===== config.mk =====
export PLATFORM = sky130hd
export DESIGN_NAME = sv8000_cart_loader_flat
export DESIGN_NICKNAME = d
export VERILOG_FILES = /design/src/rtl/sv8000_cart_loader_if.sv /design/src/rtl/sv8000_cart_loader.sv /design/src/flat_wrapper.sv
export SDC_FILE = /design/constraint.sdc
export NUM_CORES = 1
export LEC_CHECK = 0
export ABC_CLOCK_PERIOD_IN_PS = 5200
export CORE_MARGIN = 2
export CORE_UTILIZATION = 50
export CTS_CLUSTER_SIZE = 10
export DETAILED_ROUTE_END_ITERATION = 16
export PLACE_DENSITY = 0.77
export SYNTH_ARGS = -nofsm -noshare
export SYNTH_HDL_FRONTEND = slang
export SYNTH_SLANG_ARGS = --single-unit

===== constraint.sdc =====
create_clock -name clk_sys -period 5.2 [get_ports clk_sys]
set_input_delay 1.04 -clock clk_sys [delete_from_list [all_inputs] [get_ports clk_sys]]
set_output_delay 1.04 -clock clk_sys [all_outputs]
set_load 0.02 [all_outputs]

===== src/rtl/sv8000_cart_loader_if.sv =====
// ioctl download port and dpram port as seen by the cartridge loader.
// The loader is the master; the hps_io/dpram side is the slave.
interface sv8000_cart_loader_if;
  logic        ioctl_download;
  logic [7:0]  ioctl_index;
  logic        ioctl_wr;
  logic [24:0] ioctl_addr;
  logic [7:0]  ioctl_dout;
  logic [15:0] mem_a;
  logic        mem_we;
  logic [7:0]  mem_d;
  logic [7:0]  mem_q;

  modport master (
    input  ioctl_download, ioctl_index, ioctl_wr, ioctl_addr, ioctl_dout, mem_q,
    output mem_a, mem_we, mem_d
  );

  modport slave (
    output ioctl_download, ioctl_index, ioctl_wr, ioctl_addr, ioctl_dout, mem_q,
    input  mem_a, mem_we, mem_d
  );
endinterface


===== src/rtl/sv8000_cart_loader.sv =====
// Cartridge loader: captures a .BIN download into the cart window, pads it to a
// power of two with 0xFF and mirrors it through the rest of the window.
module sv8000_cart_loader #(
  parameter int CART_INDEX  = 1,
  parameter int WINDOW_BITS = 15,
  parameter int MIN_BITS    = 11
) (
  input  logic                 clk_sys,
  input  logic                 reset,
  sv8000_cart_loader_if.master bus,
  output logic                 busy,
  output logic                 done,
  output logic [15:0]          rom_mask,
  output logic                 overflow
);
  localparam int CW = WINDOW_BITS + 1;
  localparam logic [CW-1:0] WIN   = {1'b1, {WINDOW_BITS{1'b0}}};
  localparam logic [24:0]   WIN_A = 25'(WIN);

  typedef enum logic [2:0] {IDLE, LOAD, SIZE, PAD, MIRROR, DONE} state_t;

  state_t                 state;
  logic [CW-1:0]          count;
  logic [CW-1:0]          size_q;
  logic [CW-1:0]          dst;
  logic                   phase_w;
  logic                   dl_q;
  logic [WINDOW_BITS-1:0] a_q;
  logic [7:0]             d_q;
  logic                   we_q;
  logic                   mirror_w;
  // Power-up value only: a console reset must not forget the loaded cart size.
  logic [15:0]            mask_q = '0;

  logic          start;
  logic          wr_ok;
  logic [CW-1:0] wr_end;
  logic [CW-1:0] size_c;

  assign start  = bus.ioctl_download && (bus.ioctl_index == 8'(CART_INDEX));
  assign wr_ok  = bus.ioctl_wr && (bus.ioctl_addr < WIN_A);
  assign wr_end = CW'(bus.ioctl_addr[WINDOW_BITS-1:0]) + CW'(1);

  always_comb begin
    size_c = WIN;
    for (int k = WINDOW_BITS; k >= MIN_BITS; k--)
      if (count <= (CW'(1) << k)) size_c = CW'(1) << k;
  end

  assign bus.mem_a  = 16'(a_q);
  assign bus.mem_we = we_q;
  // Mirror write data comes straight from the RAM read issued the cycle before.
  assign bus.mem_d  = mirror_w ? bus.mem_q : d_q;
  assign rom_mask   = mask_q;

  always_ff @(posedge clk_sys) begin
    if (reset) begin
      state    <= IDLE;
      count    <= '0;
      size_q   <= '0;
      dst      <= '0;
      phase_w  <= 1'b0;
      dl_q     <= 1'b0;
      a_q      <= '0;
      d_q      <= '0;
      we_q     <= 1'b0;
      mirror_w <= 1'b0;
      busy     <= 1'b0;
      done     <= 1'b0;
      overflow <= 1'b0;
    end else begin
      dl_q     <= bus.ioctl_download;
      we_q     <= 1'b0;
      mirror_w <= 1'b0;
      done     <= 1'b0;
      // hps_io strobes data only after download is up, so the entry cycle carries no write.
      if (start && (state == IDLE || ((state == PAD || state == MIRROR) && !dl_q))) begin
        state    <= LOAD;
        busy     <= 1'b1;
        count    <= '0;
        overflow <= 1'b0;
      end else begin
        case (state)
          IDLE: ;
          LOAD: begin
            if (bus.ioctl_wr) begin
              if (wr_ok) begin
                we_q <= 1'b1;
                a_q  <= bus.ioctl_addr[WINDOW_BITS-1:0];
                d_q  <= bus.ioctl_dout;
                if (wr_end > count) count <= wr_end;
              end else begin
                overflow <= 1'b1;
              end
            end
            if (!bus.ioctl_download) state <= SIZE;
          end
          SIZE: begin
            size_q <= size_c;
            mask_q <= 16'(size_c - CW'(1));
            if (count == '0) begin
              mask_q <= '0;
              state  <= DONE;
              busy   <= 1'b0;
              done   <= 1'b1;
            end else if (count < size_c) begin
              state <= PAD;
              dst   <= count;
            end else if (size_c < WIN) begin
              state   <= MIRROR;
              dst     <= size_c;
              phase_w <= 1'b0;
            end else begin
              state <= DONE;
              busy  <= 1'b0;
              done  <= 1'b1;
            end
          end
          PAD: begin
            we_q <= 1'b1;
            a_q  <= dst[WINDOW_BITS-1:0];
            d_q  <= 8'hFF;
            if (dst == size_q - CW'(1)) begin
              if (size_q == WIN) begin
                state <= DONE;
                busy  <= 1'b0;
                done  <= 1'b1;
              end else begin
                state   <= MIRROR;
                dst     <= size_q;
                phase_w <= 1'b0;
              end
            end else begin
              dst <= dst + CW'(1);
            end
          end
          MIRROR: begin
            if (!phase_w) begin
              a_q     <= dst[WINDOW_BITS-1:0] & mask_q[WINDOW_BITS-1:0];
              phase_w <= 1'b1;
            end else begin
              a_q      <= dst[WINDOW_BITS-1:0];
              we_q     <= 1'b1;
              mirror_w <= 1'b1;
              phase_w  <= 1'b0;
              if (dst == WIN - CW'(1)) begin
                state <= DONE;
                busy  <= 1'b0;
                done  <= 1'b1;
              end else begin
                dst <= dst + CW'(1);
              end
            end
          end
          DONE:    state <= IDLE;
          default: state <= IDLE;
        endcase
      end
    end
  end
endmodule


===== src/flat_wrapper.sv =====
// flat-port wrapper written by rule: the top's interface ports become plain ports
module sv8000_cart_loader_flat 
#(
  parameter int CART_INDEX  = 1,
  parameter int WINDOW_BITS = 15,
  parameter int MIN_BITS    = 11
)
  (clk_sys, reset, busy, done, rom_mask, overflow, bus_ioctl_download, bus_ioctl_index, bus_ioctl_wr, bus_ioctl_addr, bus_ioctl_dout, bus_mem_q, bus_mem_a, bus_mem_we, bus_mem_d);
  sv8000_cart_loader_if bus_i ();
  input  logic clk_sys;
  input  logic reset;
  output logic busy;
  output logic done;
  output logic [15:0] rom_mask;
  output logic overflow;
  input wire logic [$bits(bus_i.ioctl_download)-1:0] bus_ioctl_download;
  input wire logic [$bits(bus_i.ioctl_index)-1:0] bus_ioctl_index;
  input wire logic [$bits(bus_i.ioctl_wr)-1:0] bus_ioctl_wr;
  input wire logic [$bits(bus_i.ioctl_addr)-1:0] bus_ioctl_addr;
  input wire logic [$bits(bus_i.ioctl_dout)-1:0] bus_ioctl_dout;
  input wire logic [$bits(bus_i.mem_q)-1:0] bus_mem_q;
  output wire logic [$bits(bus_i.mem_a)-1:0] bus_mem_a;
  output wire logic [$bits(bus_i.mem_we)-1:0] bus_mem_we;
  output wire logic [$bits(bus_i.mem_d)-1:0] bus_mem_d;
  assign bus_i.ioctl_download = bus_ioctl_download;
  assign bus_i.ioctl_index = bus_ioctl_index;
  assign bus_i.ioctl_wr = bus_ioctl_wr;
  assign bus_i.ioctl_addr = bus_ioctl_addr;
  assign bus_i.ioctl_dout = bus_ioctl_dout;
  assign bus_i.mem_q = bus_mem_q;
  assign bus_mem_a = bus_i.mem_a;
  assign bus_mem_we = bus_i.mem_we;
  assign bus_mem_d = bus_i.mem_d;
  sv8000_cart_loader #(.CART_INDEX(CART_INDEX), .WINDOW_BITS(WINDOW_BITS), .MIN_BITS(MIN_BITS)) u_core (.clk_sys(clk_sys), .reset(reset), .bus(bus_i), .busy(busy), .done(done), .rom_mask(rom_mask), .overflow(overflow));
endmodule

# ---- Word level (Yosys, flattened, before mapping)
# Cells that the tools add are included.
# Widths: inputs -> output; s select.
dict set report op_classes {
  addsub 4
  n_lt_le_gt_ge 8
  n_mux 58
  n_reduce_logical 26
  n_bitwise 6
  n_eq_ne 29
}
# cell n
set ops {}
lappend ops {{$mux 16} 11}
lappend ops {{$pmux 16 s3} 1}
lappend ops {{$mux 15} 3}
lappend ops {{$pmux 15 s3} 1}
lappend ops {{$sub 16x1->16 const B} 2}
lappend ops {{$mux 1} 27}
lappend ops {{$lt 25x16->1 const B} 1}
lappend ops {{$mux 8} 3}
lappend ops {{$reduce_and 7->1} 3}
lappend ops {{$mux 3} 6}
lappend ops {{$ne 2x2->1 const B} 9}
lappend ops {{$add 15x1->16 const B} 1}
lappend ops {{$add 16x1->16 const B} 1}
lappend ops {{$eq 16x15->1 const B} 1}
lappend ops {{$eq 16x16->1} 1}
lappend ops {{$eq 16x16->1 const B} 1}
lappend ops {{$gt 16x16->1} 1}
lappend ops {{$le 16x12->1 const B} 1}
lappend ops {{$le 16x13->1 const B} 1}
lappend ops {{$le 16x14->1 const B} 1}
lappend ops {{$le 16x15->1 const B} 1}
lappend ops {{$logic_not 16->1} 1}
lappend ops {{$lt 16x16->1} 1}
lappend ops {{$lt 16x16->1 const B} 1}
lappend ops {{27 further kinds} 51}
dict set report totals {
  regBits 97
  wordCells 146
  in_bits 53
}

# ---- Logic depth before layout (Yosys ltp)
# Gate-level depths: netlist of the first run.
dict set report logic_depth {
  depth_word 11
  mapped_depth 15
}

# ---- Least setup slack after synthesis of the first run
# OpenSTA, ideal clock, no wires.
dict set report synth_timing {
  kind {input -> register}
  start {in bus_ioctl_addr[3]}
  end {reg u_core.count[15]}
  t_arrival_ps 3381
  setup_slack_ps 1747
  setup_time_ps 72
  path_buffers 1
  path_stages 12
  cell_sequence {and4_1 > nand2_1 > or3_1 > nor2_1 > xor2_1 > ha_1 > o21a_1 > a21oi_1 > a21oi_2 > nor2_2 > buf_6 > mux2i_1}
}
dict set report synth_between {
  elab_chain_cells 3
}
# element line
set synth_lines {}
lappend synth_lines {{start, declared} flat_wrapper.sv:19} ;# input wire logic [$bits(bus_i.ioctl_addr)-1:0] bus_ioctl_addr;
lappend synth_lines {{$add 15x1->16} sv8000_cart_loader.sv:42} ;# assign wr_end = CW'(bus.ioctl_addr[WINDOW_BITS-1:0]) + CW'(1);
lappend synth_lines {{via u_core.wr_end[12]} sv8000_cart_loader.sv:37} ;# logic [CW-1:0] wr_end;
lappend synth_lines {{$gt 16x16->1} sv8000_cart_loader.sv:91} ;# if (wr_end > count) count <= wr_end;
lappend synth_lines {{$reduce_and 4->1 (no line)} -}
lappend synth_lines {{end signal, assigned} sv8000_cart_loader.sv:91}
lappend synth_lines {{end, declared} sv8000_cart_loader.sv:23} ;# logic [CW-1:0] count;
# The timed path passes the listed nets, and every way through them passes these cells.
# A chain may end at the register's enable or synchronous reset.

# ---- Worst setup path in the final report of the first run
dict set report layout_timing {
  start {reg u_core.count[2]}
  end {reg u_core.dst[15]}
}
dict set report layout_between {
  elab_chain_cells 9
}
# element line
set layout_lines {}
lappend layout_lines {{$le 16x15->1} sv8000_cart_loader.sv:47} ;# if (count <= (CW'(1) << k)) size_c = CW'(1) << k;
lappend layout_lines {{$mux 16 (4 in a row)} sv8000_cart_loader.sv:47}
lappend layout_lines {{$lt 16x16->1 / $mux 16 (equally long branches)} {sv8000_cart_loader.sv:106, sv8000_cart_loader.sv:109}}
lappend layout_lines {{$mux 16} sv8000_cart_loader.sv:106} ;# end else if (count < size_c) begin
lappend layout_lines {{$mux 16} sv8000_cart_loader.sv:101} ;# if (count == '0) begin
lappend layout_lines {{$pmux 16 s3} sv8000_cart_loader.sv:83} ;# case (state)
lappend layout_lines {{end signal, assigned} sv8000_cart_loader.sv:108} ;# dst <= count;
lappend layout_lines {{end signal, assigned} sv8000_cart_loader.sv:111} ;# dst <= size_c;
lappend layout_lines {{end signal, assigned} sv8000_cart_loader.sv:130} ;# dst <= size_q;
lappend layout_lines {{end, declared} sv8000_cart_loader.sv:25} ;# logic [CW-1:0] dst;
# Several ways; a longest one is shown, not always the timed one. The select of a mux whose other input is x is not followed.

==> results.ini, run 1 <==
[outcome]
outcome=completed

[clock_network]
ctsHoldBuffers=0
insertion_delay_ns=0.37
cts_buffers=9
cts.clk_slew.worst_paths_ns=0.09
cts_resized=0
clk_path_buf_depth=2
cts_max_level=3
cts_tree=yes
post-cts-setup-buffers=0
clock-sinks=76
cts-root-buf=clkbuf_8

[finish]
diodes=0
final_util_pct=63.47
fin_nets=769
ff_latch_area_sq_um=1582
area_growth_pct=22.65
fill_cells=864
drive_gt1_share_pct=8.895
multi_input_area_sq_um=3139

[setup_path]
regToRegEndpoint=u_core.dst[15]$_SDFFE_PP0P_
r2r-start=u_core.count[2]$_SDFFE_PP0P_
arrival_ns=4.59
reg2reg_depth=12
required_ns=5.50
start_kind=flip-flop
ff2ff_setup_slack_ns=0.91
worst-setup-path-type=flip-flop to flip-flop
endpoint_kind=flip-flop
crit_fanout=12

[placement]
port_buffers=95
gp_congestion=0.9147
hpwlAfterDp_mm=11.15

[yosys]
synth-seq-area-share_pct=31.13
ys_warn_count=0
synth_area_leaders=dfxtp_1, nor2_1, ha_1
ys_ff_latch=76
synth.top_cell.area_share_pct=27.58
ys.flop_type=dfxtp_1
async_flop_share_pct=0
avgSynthCellArea_sq_um=8.169
synthDistinctLibCells=76
synth_edf_count=6
syn_area_sq_um=5081
synth_cells=622
yosysTopAreaCell=dfxtp_1

[timing]
finalSetupViolations=0
tightest_slew_ns=1.119
rsz0062_at_grt=false
finalHoldViolCount=0
max-slew-margin-rel_pct=24.75
setup-tns-final_ns=0
period_needed_ns=4.291
finClkSkew_ns=0.01328
clock.fmax_mhz=233.1
fin_crit_sh_pct=82.51
maxSlewViolCount=0

[global_routing]
grt_overflow_total=0
grt_max_degree=53
grt_pass1_wl_mm=23.82
grt_usage_pct=26.84
antenna_found_initial=0
grt_pass1_vias=4751

[floorplan]
start_util_pct=51.75
io_pins=97
die_area_sq_um=10980
die_h_um=104.8
core_sq_um=9819
die_w_um=104.8
rows=36

[power_and_ir_drop]
powerDensity_nw_per_um2=197.7
ir_worst_vdd_mv=0.1153
total_power_mw=1.232
leakage_nw=2.303

[hold_path]
holdPathStages=2
hold_path_class=flip-flop to flip-flop
min_to=u_core.busy$_SDFFE_PP0P_
worstHoldStart=u_core.busy$_SDFFE_PP0P_

[drt]
routedWlPerCell_um=17.87
via_per_inst=5.971
drt_wl_total_mm=14.83
antenna_left=0
drtIter0Drc=417
first_pass_iters=5
drc=0
num_vias=4956

[job]
cap_viol_max_count=0

worst max path at each step:
stage          slack [ns]                             to                         start  depth (start not counted)
2_1_floorplan        1.75  u_core.count[15]$_SDFFE_PP0P_             bus_ioctl_addr[3]                         12
3_3_place_gp         0.75  u_core.count[13]$_SDFFE_PP0P_             bus_ioctl_addr[0]                         14
3_5_place_dp         0.58  u_core.count[10]$_SDFFE_PP0P_             bus_ioctl_addr[0]                         14
4_1_cts              0.96    u_core.dst[15]$_SDFFE_PP0P_  u_core.count[2]$_SDFFE_PP0P_                         12
5_1_grt              0.68    u_core.dst[15]$_SDFFE_PP0P_  u_core.count[2]$_SDFFE_PP0P_                         12
6_report             0.91    u_core.dst[15]$_SDFFE_PP0P_  u_core.count[2]$_SDFFE_PP0P_                         12
state kept, by name, summed over array words and instances (netlist names), 3 cells and up:
| register | flops |
|---|---|
| u_core.d_q | 8 |
| u_core.dst | 16 |
| u_core.size_q | 5 |
| u_core.rom_mask | 6 |
| u_core.count | 16 |
| u_core.a_q | 15 |
| u_core.state | 3 |
cell type report:
cell class                 count  area share [%]
clock buffer                   9           1.988
clock inverter                 7           1.686
inverter                      30           1.807
multi-input combinational    474           50.37
sequential                    76           25.38
tap                          133           2.670
timing repair buffer         101           16.10
cell families (layout without fill, tap and decap cells):
kind of cell / Yosys count / after routing / share of synthesized area [%]
DFF: 76 / 76 / 31.13
other: 1 / 2 / 0.07380
buffers and inverters: 73 / 147 / 7.289
xor gates and xnor gates: 23 / 23 / 3.964
adders and majority gates: 24 / 24 / 5.910
AOI/OAI and AO/OA: 130 / 130 / 18.74
muxes: 31 / 31 / 6.329
and+or+nand+nor: 264 / 264 / 26.57
report_power, final:
group	internal, mW	switching, mW	leakage (nW)
clock	0.279	0.255	0.113
sequential	0.588	0.000498	0.620
combinational	0.0560	0.0533	1.57
cells in the mapped netlist, types with 2 or more instances:
library cell,instances
a311oi_1,2
xnor2_1,16
nor2b_1,4
edfxtp_1,6
ha_1,24
nand2_1,72
a21oi_2,3
or3_1,4
o21a_1,3
clkbuf_1,19
nor2_1,82
and4_1,5
buf_4,13
o32ai_1,3
nor3b_4,2
nor3_1,26
buf_2,7
a211oi_1,24
a22oi_1,16
xor2_1,7
a31oi_1,5
nor3_4,2
o21ai_0,20
buf_6,3
nand2b_1,2
mux2i_1,22
and3_1,4
nand3_1,17
nor4_1,7
a21oi_1,24
a41oi_1,2
dfxtp_1,70
a221oi_1,7
o31ai_1,2
nor3b_1,3
mux2_2,9
and2_1,3
inv_1,30
nand4_1,13
nand3b_1,2
nor4_2,2
worst max-delay path, cell delays in order (launching register included):
cell     delay (ns)
dfxtp_1        0.39
nor4_1         0.52
and4_1         0.42
mux2_2         0.41
inv_1          0.07
ha_1           0.25
a21oi_1        0.15
o21ai_0        0.21
nor3_4         0.51
o22ai_2        0.18
nor2_1         0.69
o21ai_0        0.24
a21oi_1        0.17
cell usage in the layout, fill, tap and decap left out, drive strengths merged, types with 3 or more instances in the layout:
master	instances
clkdlybuf4s50	94
nor2	83
nand2	73
dfxtp	70
inv	34
nor3	28
a21oi	27
a211oi	24
ha	24
mux2i	22
o21ai	21
nand3	19
xnor2	16
a22oi	16
nand4	14
nor4	10
mux2	9
clkbuf	9
a221oi	8
xor2	7
buf	7
edfxtp	6
a31oi	6
and4	5
nor3b	5
or3	4
nor2b	4
and3	4
o32ai	4
and2	3
o21a	3
o31ai	3
a311oi	3
through the flow:
| stage | setup slack, ns | area [sq um] | instances | hold WS [ns] |
|---|---|---|---|---|
| after detailed placement | 0.5775 | 6003 | 814 | 0.4529 |
| after CTS | 0.9583 | 6232 | 830 | 0.4647 |
| final | 0.9093 | 6232 | 830 | 0.4630 |
| after global routing | 0.6826 | 6232 | 830 | 0.4842 |
| after global placement | 0.7471 | 6003 | 814 | 0.4519 |
| after floorplan | 1.747 | 5085 | 623 | 0.4632 |
metal layers:
layer / share of wire (%) / track usage (%)
met5: 0 / 0
met3: 7.1 / 5.053
met2: 47 / 44.02
met4: 2.5 / 11.24
met1: 43 / 34.52
Power figures use the tool's default switching activity.
==> run 2: changes to the inputs <==
ABC_CLOCK_PERIOD_IN_PS = 4160   (was 5200)
clock period = 4.16 ns   (was 5.2 ns; I/O delays follow)
==> run 2 against run 1 <==
Combinational power increased by 27%. Clock skew increased by 0.0011 ns. Sequential power increased by 25%. Worst hold slack got worse by 0.0043 ns. Register-to-register slack got worse by 0.62 ns. First-iteration DRC count increased by 29%. Via count increased by 2.5%. Cell area increased by 0.68%. Fmax increased by 11%. Setup slack got worse by 0.62 ns.
==> results.ini, run 2 (synthesis gave the netlist of run 1 again) <==
[outcome]
outcome=completed

[clock_network]
cts_buffers=9
clock-sinks=76
insertion_delay_ns=0.36
cts_resized=0
cts_max_level=3
clk_path_buf_depth=2
ctsHoldBuffers=0
cts-root-buf=clkbuf_8
post-cts-setup-buffers=0
cts.clk_slew.worst_paths_ns=0.10
cts_tree=yes

[placement]
dp_slack_ns=0.1278
hpwlAfterDp_mm=11.57
gp_congestion=0.9140
port_buffers=95

[drt]
via_per_inst=6.033
drt_wl_total_mm=15.22
first_pass_iters=5
num_vias=5080
drc=0
drtIter0Drc=540
routedWlPerCell_um=18.07
antenna_left=0

[power_and_ir_drop]
powerDensity_nw_per_um2=228.5
leakage_nw=2.339
ir_worst_vdd_mv=0.1297
p_sw_mw=0.3952
clkPwrFrac_pct=39.0
comb_power_share_pct=9.7
p_seq_share_pct=51.3
total_power_mw=1.434
p_int_mw=1.039
switching_share_pct=27.56

[global_routing]
grt_overflow_total=0
grt_max_degree=39
grt_pass1_vias=4844
grt_pass1_wl_mm=24.57
grt_usage_pct=27.54
antenna_found_initial=0

[floorplan]
die_area_sq_um=10980
die_h_um=104.8
start_util_pct=51.75
io_pins=97
die_w_um=104.8
core_sq_um=9819
rows=36

[timing]
maxSlewViolCount=0
setup-tns-final_ns=0
finalHoldViolCount=0
period_needed_ns=3.870
max-slew-margin-rel_pct=39.77
finalWorstSetupSlack_ns=0.2902
tightest_slew_ns=0.9024
finalSetupViolations=0
fin_crit_sh_pct=93.02
clock.fmax_mhz=258.4
rsz0062_at_grt=false
finClkSkew_ns=0.01442

[finish]
diodes=0
fin_nets=781
final_common_cell=clkdlybuf4s50_1
final_cell_mix=clkdlybuf4s50_1, nor2_1, nand2_1
area_growth_pct=23.49
reg_top3=u_core.count (16), u_core.dst (16), u_core.a_q (15)
final_util_pct=63.90
drive_gt1_share_pct=10.58

[setup_path]
arrival_ns=4.15
worst-setup-path-type=flip-flop to flip-flop
endpoint_kind=flip-flop
crit_fanout=7
required_ns=4.44
start_kind=flip-flop

[hold_path]
hold_path_class=flip-flop to flip-flop

[job]
cap_viol_max_count=0

-- run 2: cell count changes in the layout (fill, tap and decap cells not counted), sizes merged --
cell / before / now
buf: 7 / 19
bufinv: 2 / 0
clkinv: 0 / 3
inv: 34 / 33
-- run 2: path summary, 6_finish.rpt --
check / from / end / slack (ns) / cells after the start
max: u_core.count[2]$_SDFFE_PP0P_ / u_core.dst[15]$_SDFFE_PP0P_ / 0.29 / 13
min reg2reg: u_core.busy$_SDFFE_PP0P_ / u_core.busy$_SDFFE_PP0P_ / 0.46 / 2
min: u_core.busy$_SDFFE_PP0P_ / u_core.busy$_SDFFE_PP0P_ / 0.46 / 2
max reg2reg: u_core.count[2]$_SDFFE_PP0P_ / u_core.dst[15]$_SDFFE_PP0P_ / 0.29 / 13
-- run 2: power by group through the flow --
stage | Sequential (mW) | Clock [mW] | Combinational, mW
5_1_grt | 0.737 | 0.592 | 0.149
6_report | 0.736 | 0.559 | 0.138
3_5_place_dp | 0.753 | 0 | 0.136
4_1_cts | 0.736 | 0.564 | 0.137
2_1_floorplan | 0.753 | 0 | 0.0577
3_3_place_gp | 0.753 | 0 | 0.133
-- run 2: cell type report --
type	count	area, sq um
clock inverters	7	70.07
flip-flops and latches	76	1582
multi-input cells	474	3139
clock buffers	9	123.9
inverters	30	112.6
well taps	133	166.4
repair buffers	113	1081
fillers	879	3545
-- run 2: worst max-delay path, stage by stage (launching register included) --
cell	delay (ns)
dfxtp_1	0.33
nor4_1	0.56
and4_1	0.46
mux2_2	0.41
inv_1	0.07
ha_1	0.17
a21oi_1	0.07
o21ai_0	0.51
nor3_4	0.11
buf_4	0.20
a2111oi_0	0.49
a211o_1	0.18
o21ai_0	0.08
a21oi_1	0.15
-- run 2: per-layer routing --
| metal | track usage [%] | part of all wire (%) | vias up |
|---|---|---|---|
| li1 | - | - | 2401 |
| met5 | 0 | 0 | - |
| met1 | 35.29 | 43 | 2408 |
| met3 | 4.180 | 6.4 | 35 |
| met2 | 46.89 | 49 | 236 |
| met4 | 9.905 | 2.2 | 0 |
-- run 2: per-stage QoR --
stage / hold WS, ns / area [sq um] / instances
final: 0.4587 / 6275 / 842
after global routing: 0.4887 / 6275 / 842
after CTS: 0.4618 / 6275 / 842
after detailed placement: 0.4485 / 6081 / 826
after global placement: 0.4497 / 6081 / 826
after floorplan: 0.4632 / 5085 / 623
==> run 3: changes to the inputs <==
CORE_UTILIZATION = 30   (was 50)
PLACE_DENSITY = unset   (was 0.77)
SETUP_SLACK_MARGIN = 0.02   (was unset)
==> run 3 against run 2 <==
Combinational power about the same. Critical path depth decreased by 1. Clock skew decreased by 0.0069 ns. Count of clock-buffer cells in the layout increased by 3. Via count decreased by 4.1%. Clock power increased by 51%. Die area increased by 64%. Global-route usage decreased by 11 points. Sequential cell count unchanged. Non-clock buffer count increased by 5.
==> results.ini, run 3 (synthesis gave the netlist of run 1 again) <==
[outcome]
outcome=completed

[placement]
port_buffers=95
place_inst=918
gp_congestion=0.8650
dp_slack_ns=0.2154
hpwlAfterDp_mm=11.47
dpl_cell_area_sq_um=6240

[hold_path]
min_to=u_core.busy$_SDFFE_PP0P_
holdPathStages=2
hold_path_class=flip-flop to flip-flop
worstHoldStart=u_core.busy$_SDFFE_PP0P_

[floorplan]
core_sq_um=16580
start_util_pct=30.64
die_h_um=134.1
rows=47
die_w_um=134.1
io_pins=97
die_area_sq_um=17990

[timing]
period_needed_ns=3.816
fin_crit_sh_pct=91.73
finalHoldViolCount=0
clock.fmax_mhz=262.1
tightest_slew_ns=0.8138
maxSlewViolCount=0
max-slew-margin-rel_pct=45.61
finClkSkew_ns=0.007494
finalWorstSetupSlack_ns=0.3440
finalSetupViolations=0
rsz0062_at_grt=false
setup-tns-final_ns=0

[clock_network]
cts_tree=yes
cts_max_level=3
clock-sinks=76
ctsHoldBuffers=0
cts_resized=0
cts.clk_slew.worst_paths_ns=0.06
post-cts-setup-buffers=0
cts-root-buf=clkbuf_16
cts_buffers=9
clk_path_buf_depth=2
insertion_delay_ns=0.35

[finish]
diodes=0
fin_nets=786
final_cells=934
multi_input_area_sq_um=3139
area_growth_pct=29.16
final_cell_mix=clkdlybuf4s50_1, nor2_1, nand2_1
drive_gt1_share_pct=10.92
final_common_cell=clkdlybuf4s50_1
fill_cells=1692
final_cell_area_sq_um=6563
ff_latch_area_sq_um=1582
reg_top3=u_core.count (16), u_core.dst (16), u_core.a_q (15)

[setup_path]
r2r-start=u_core.count[2]$_SDFFE_PP0P_
start_kind=flip-flop
worst-setup-path-type=flip-flop to flip-flop
endpoint_kind=flip-flop
arrival_ns=4.04
crit_fanout=16
crit_path_start=u_core.count[2]$_SDFFE_PP0P_
required_ns=4.39
regToRegEndpoint=u_core.dst[1]$_SDFFE_PP0P_
reg2reg_depth=12
ff2ff_setup_slack_ns=0.34

[drt]
via_per_inst=5.215
drt_wl_total_mm=15.15
drtIter0Drc=522
drc=0
routedWlPerCell_um=16.22
num_vias=4871
antenna_left=0
first_pass_iters=5

[power_and_ir_drop]
powerDensity_nw_per_um2=261.7
leakage_nw=2.428
ir_worst_vdd_mv=0.1822
total_power_mw=1.717

[global_routing]
antenna_found_initial=0
grt_usage_pct=17.04
grt_max_degree=39
grt_pass1_vias=4535
grt_overflow_total=0
grt_pass1_wl_mm=24.30

[job]
cap_viol_max_count=0

run 3: final cells by class:
type / instances / area share (%)
clock buffer: 12 / 4.080
tap: 220 / 4.194
inverter: 30 / 1.716
sequential: 76 / 24.10
clock inverter: 4 / 0.8389
multi-input combinational: 474 / 47.84
timing repair buffer: 118 / 17.24
run 3: power breakdown:
part	switching, mW	internal (mW)	total, mW
Sequential	0.000598	0.737	0.737
Combinational	0.0654	0.0720	0.137
Clock	0.323	0.520	0.843
run 3: worst max-delay path by stage:
stage,to,slack (ns),cells past startpoint
after detailed placement,u_core.count[15]$_SDFFE_PP0P_,0.22,15
after floorplan,u_core.dst[4]$_SDFFE_PP0P_,0.84,14
after global placement,u_core.count[11]$_SDFFE_PP0P_,0.29,15
after CTS,u_core.dst[1]$_SDFFE_PP0P_,0.33,12
after global routing,u_core.dst[1]$_SDFFE_PP0P_,0.03,12
final,u_core.dst[1]$_SDFFE_PP0P_,0.34,12
run 3: worst max-delay path, cell delays in order (launching register included):
cell	delay, ns
dfxtp_1	0.31
nor4_1	0.66
and4_1	0.33
mux2i_1	0.40
inv_1	0.09
ha_1	0.32
nand4_1	0.07
o21ai_0	0.22
nor3_4	0.27
o22ai_2	0.14
or2_1	0.48
a221oi_1	0.32
nor3_1	0.08
run 3: per-layer routing:
| metal | up-vias | track usage [%] | share of wire, % |
|---|---|---|---|
| met5 | - | 0 | 0 |
| met1 | 2265 | 23.56 | 47 |
| met4 | 0 | 5.614 | 1.5 |
| met3 | 18 | 2.986 | 7.2 |
| li1 | 2418 | - | - |
| met2 | 170 | 26.95 | 45 |
run 3: stage by stage:
step           util, %  hold slack, ns
2_1_floorplan        -          0.4632
3_3_place_gp     37.63          0.4543
3_5_place_dp     37.63          0.4558
4_1_cts          39.57          0.4637
5_1_grt          39.57          0.4750
6_report         39.57          0.4630
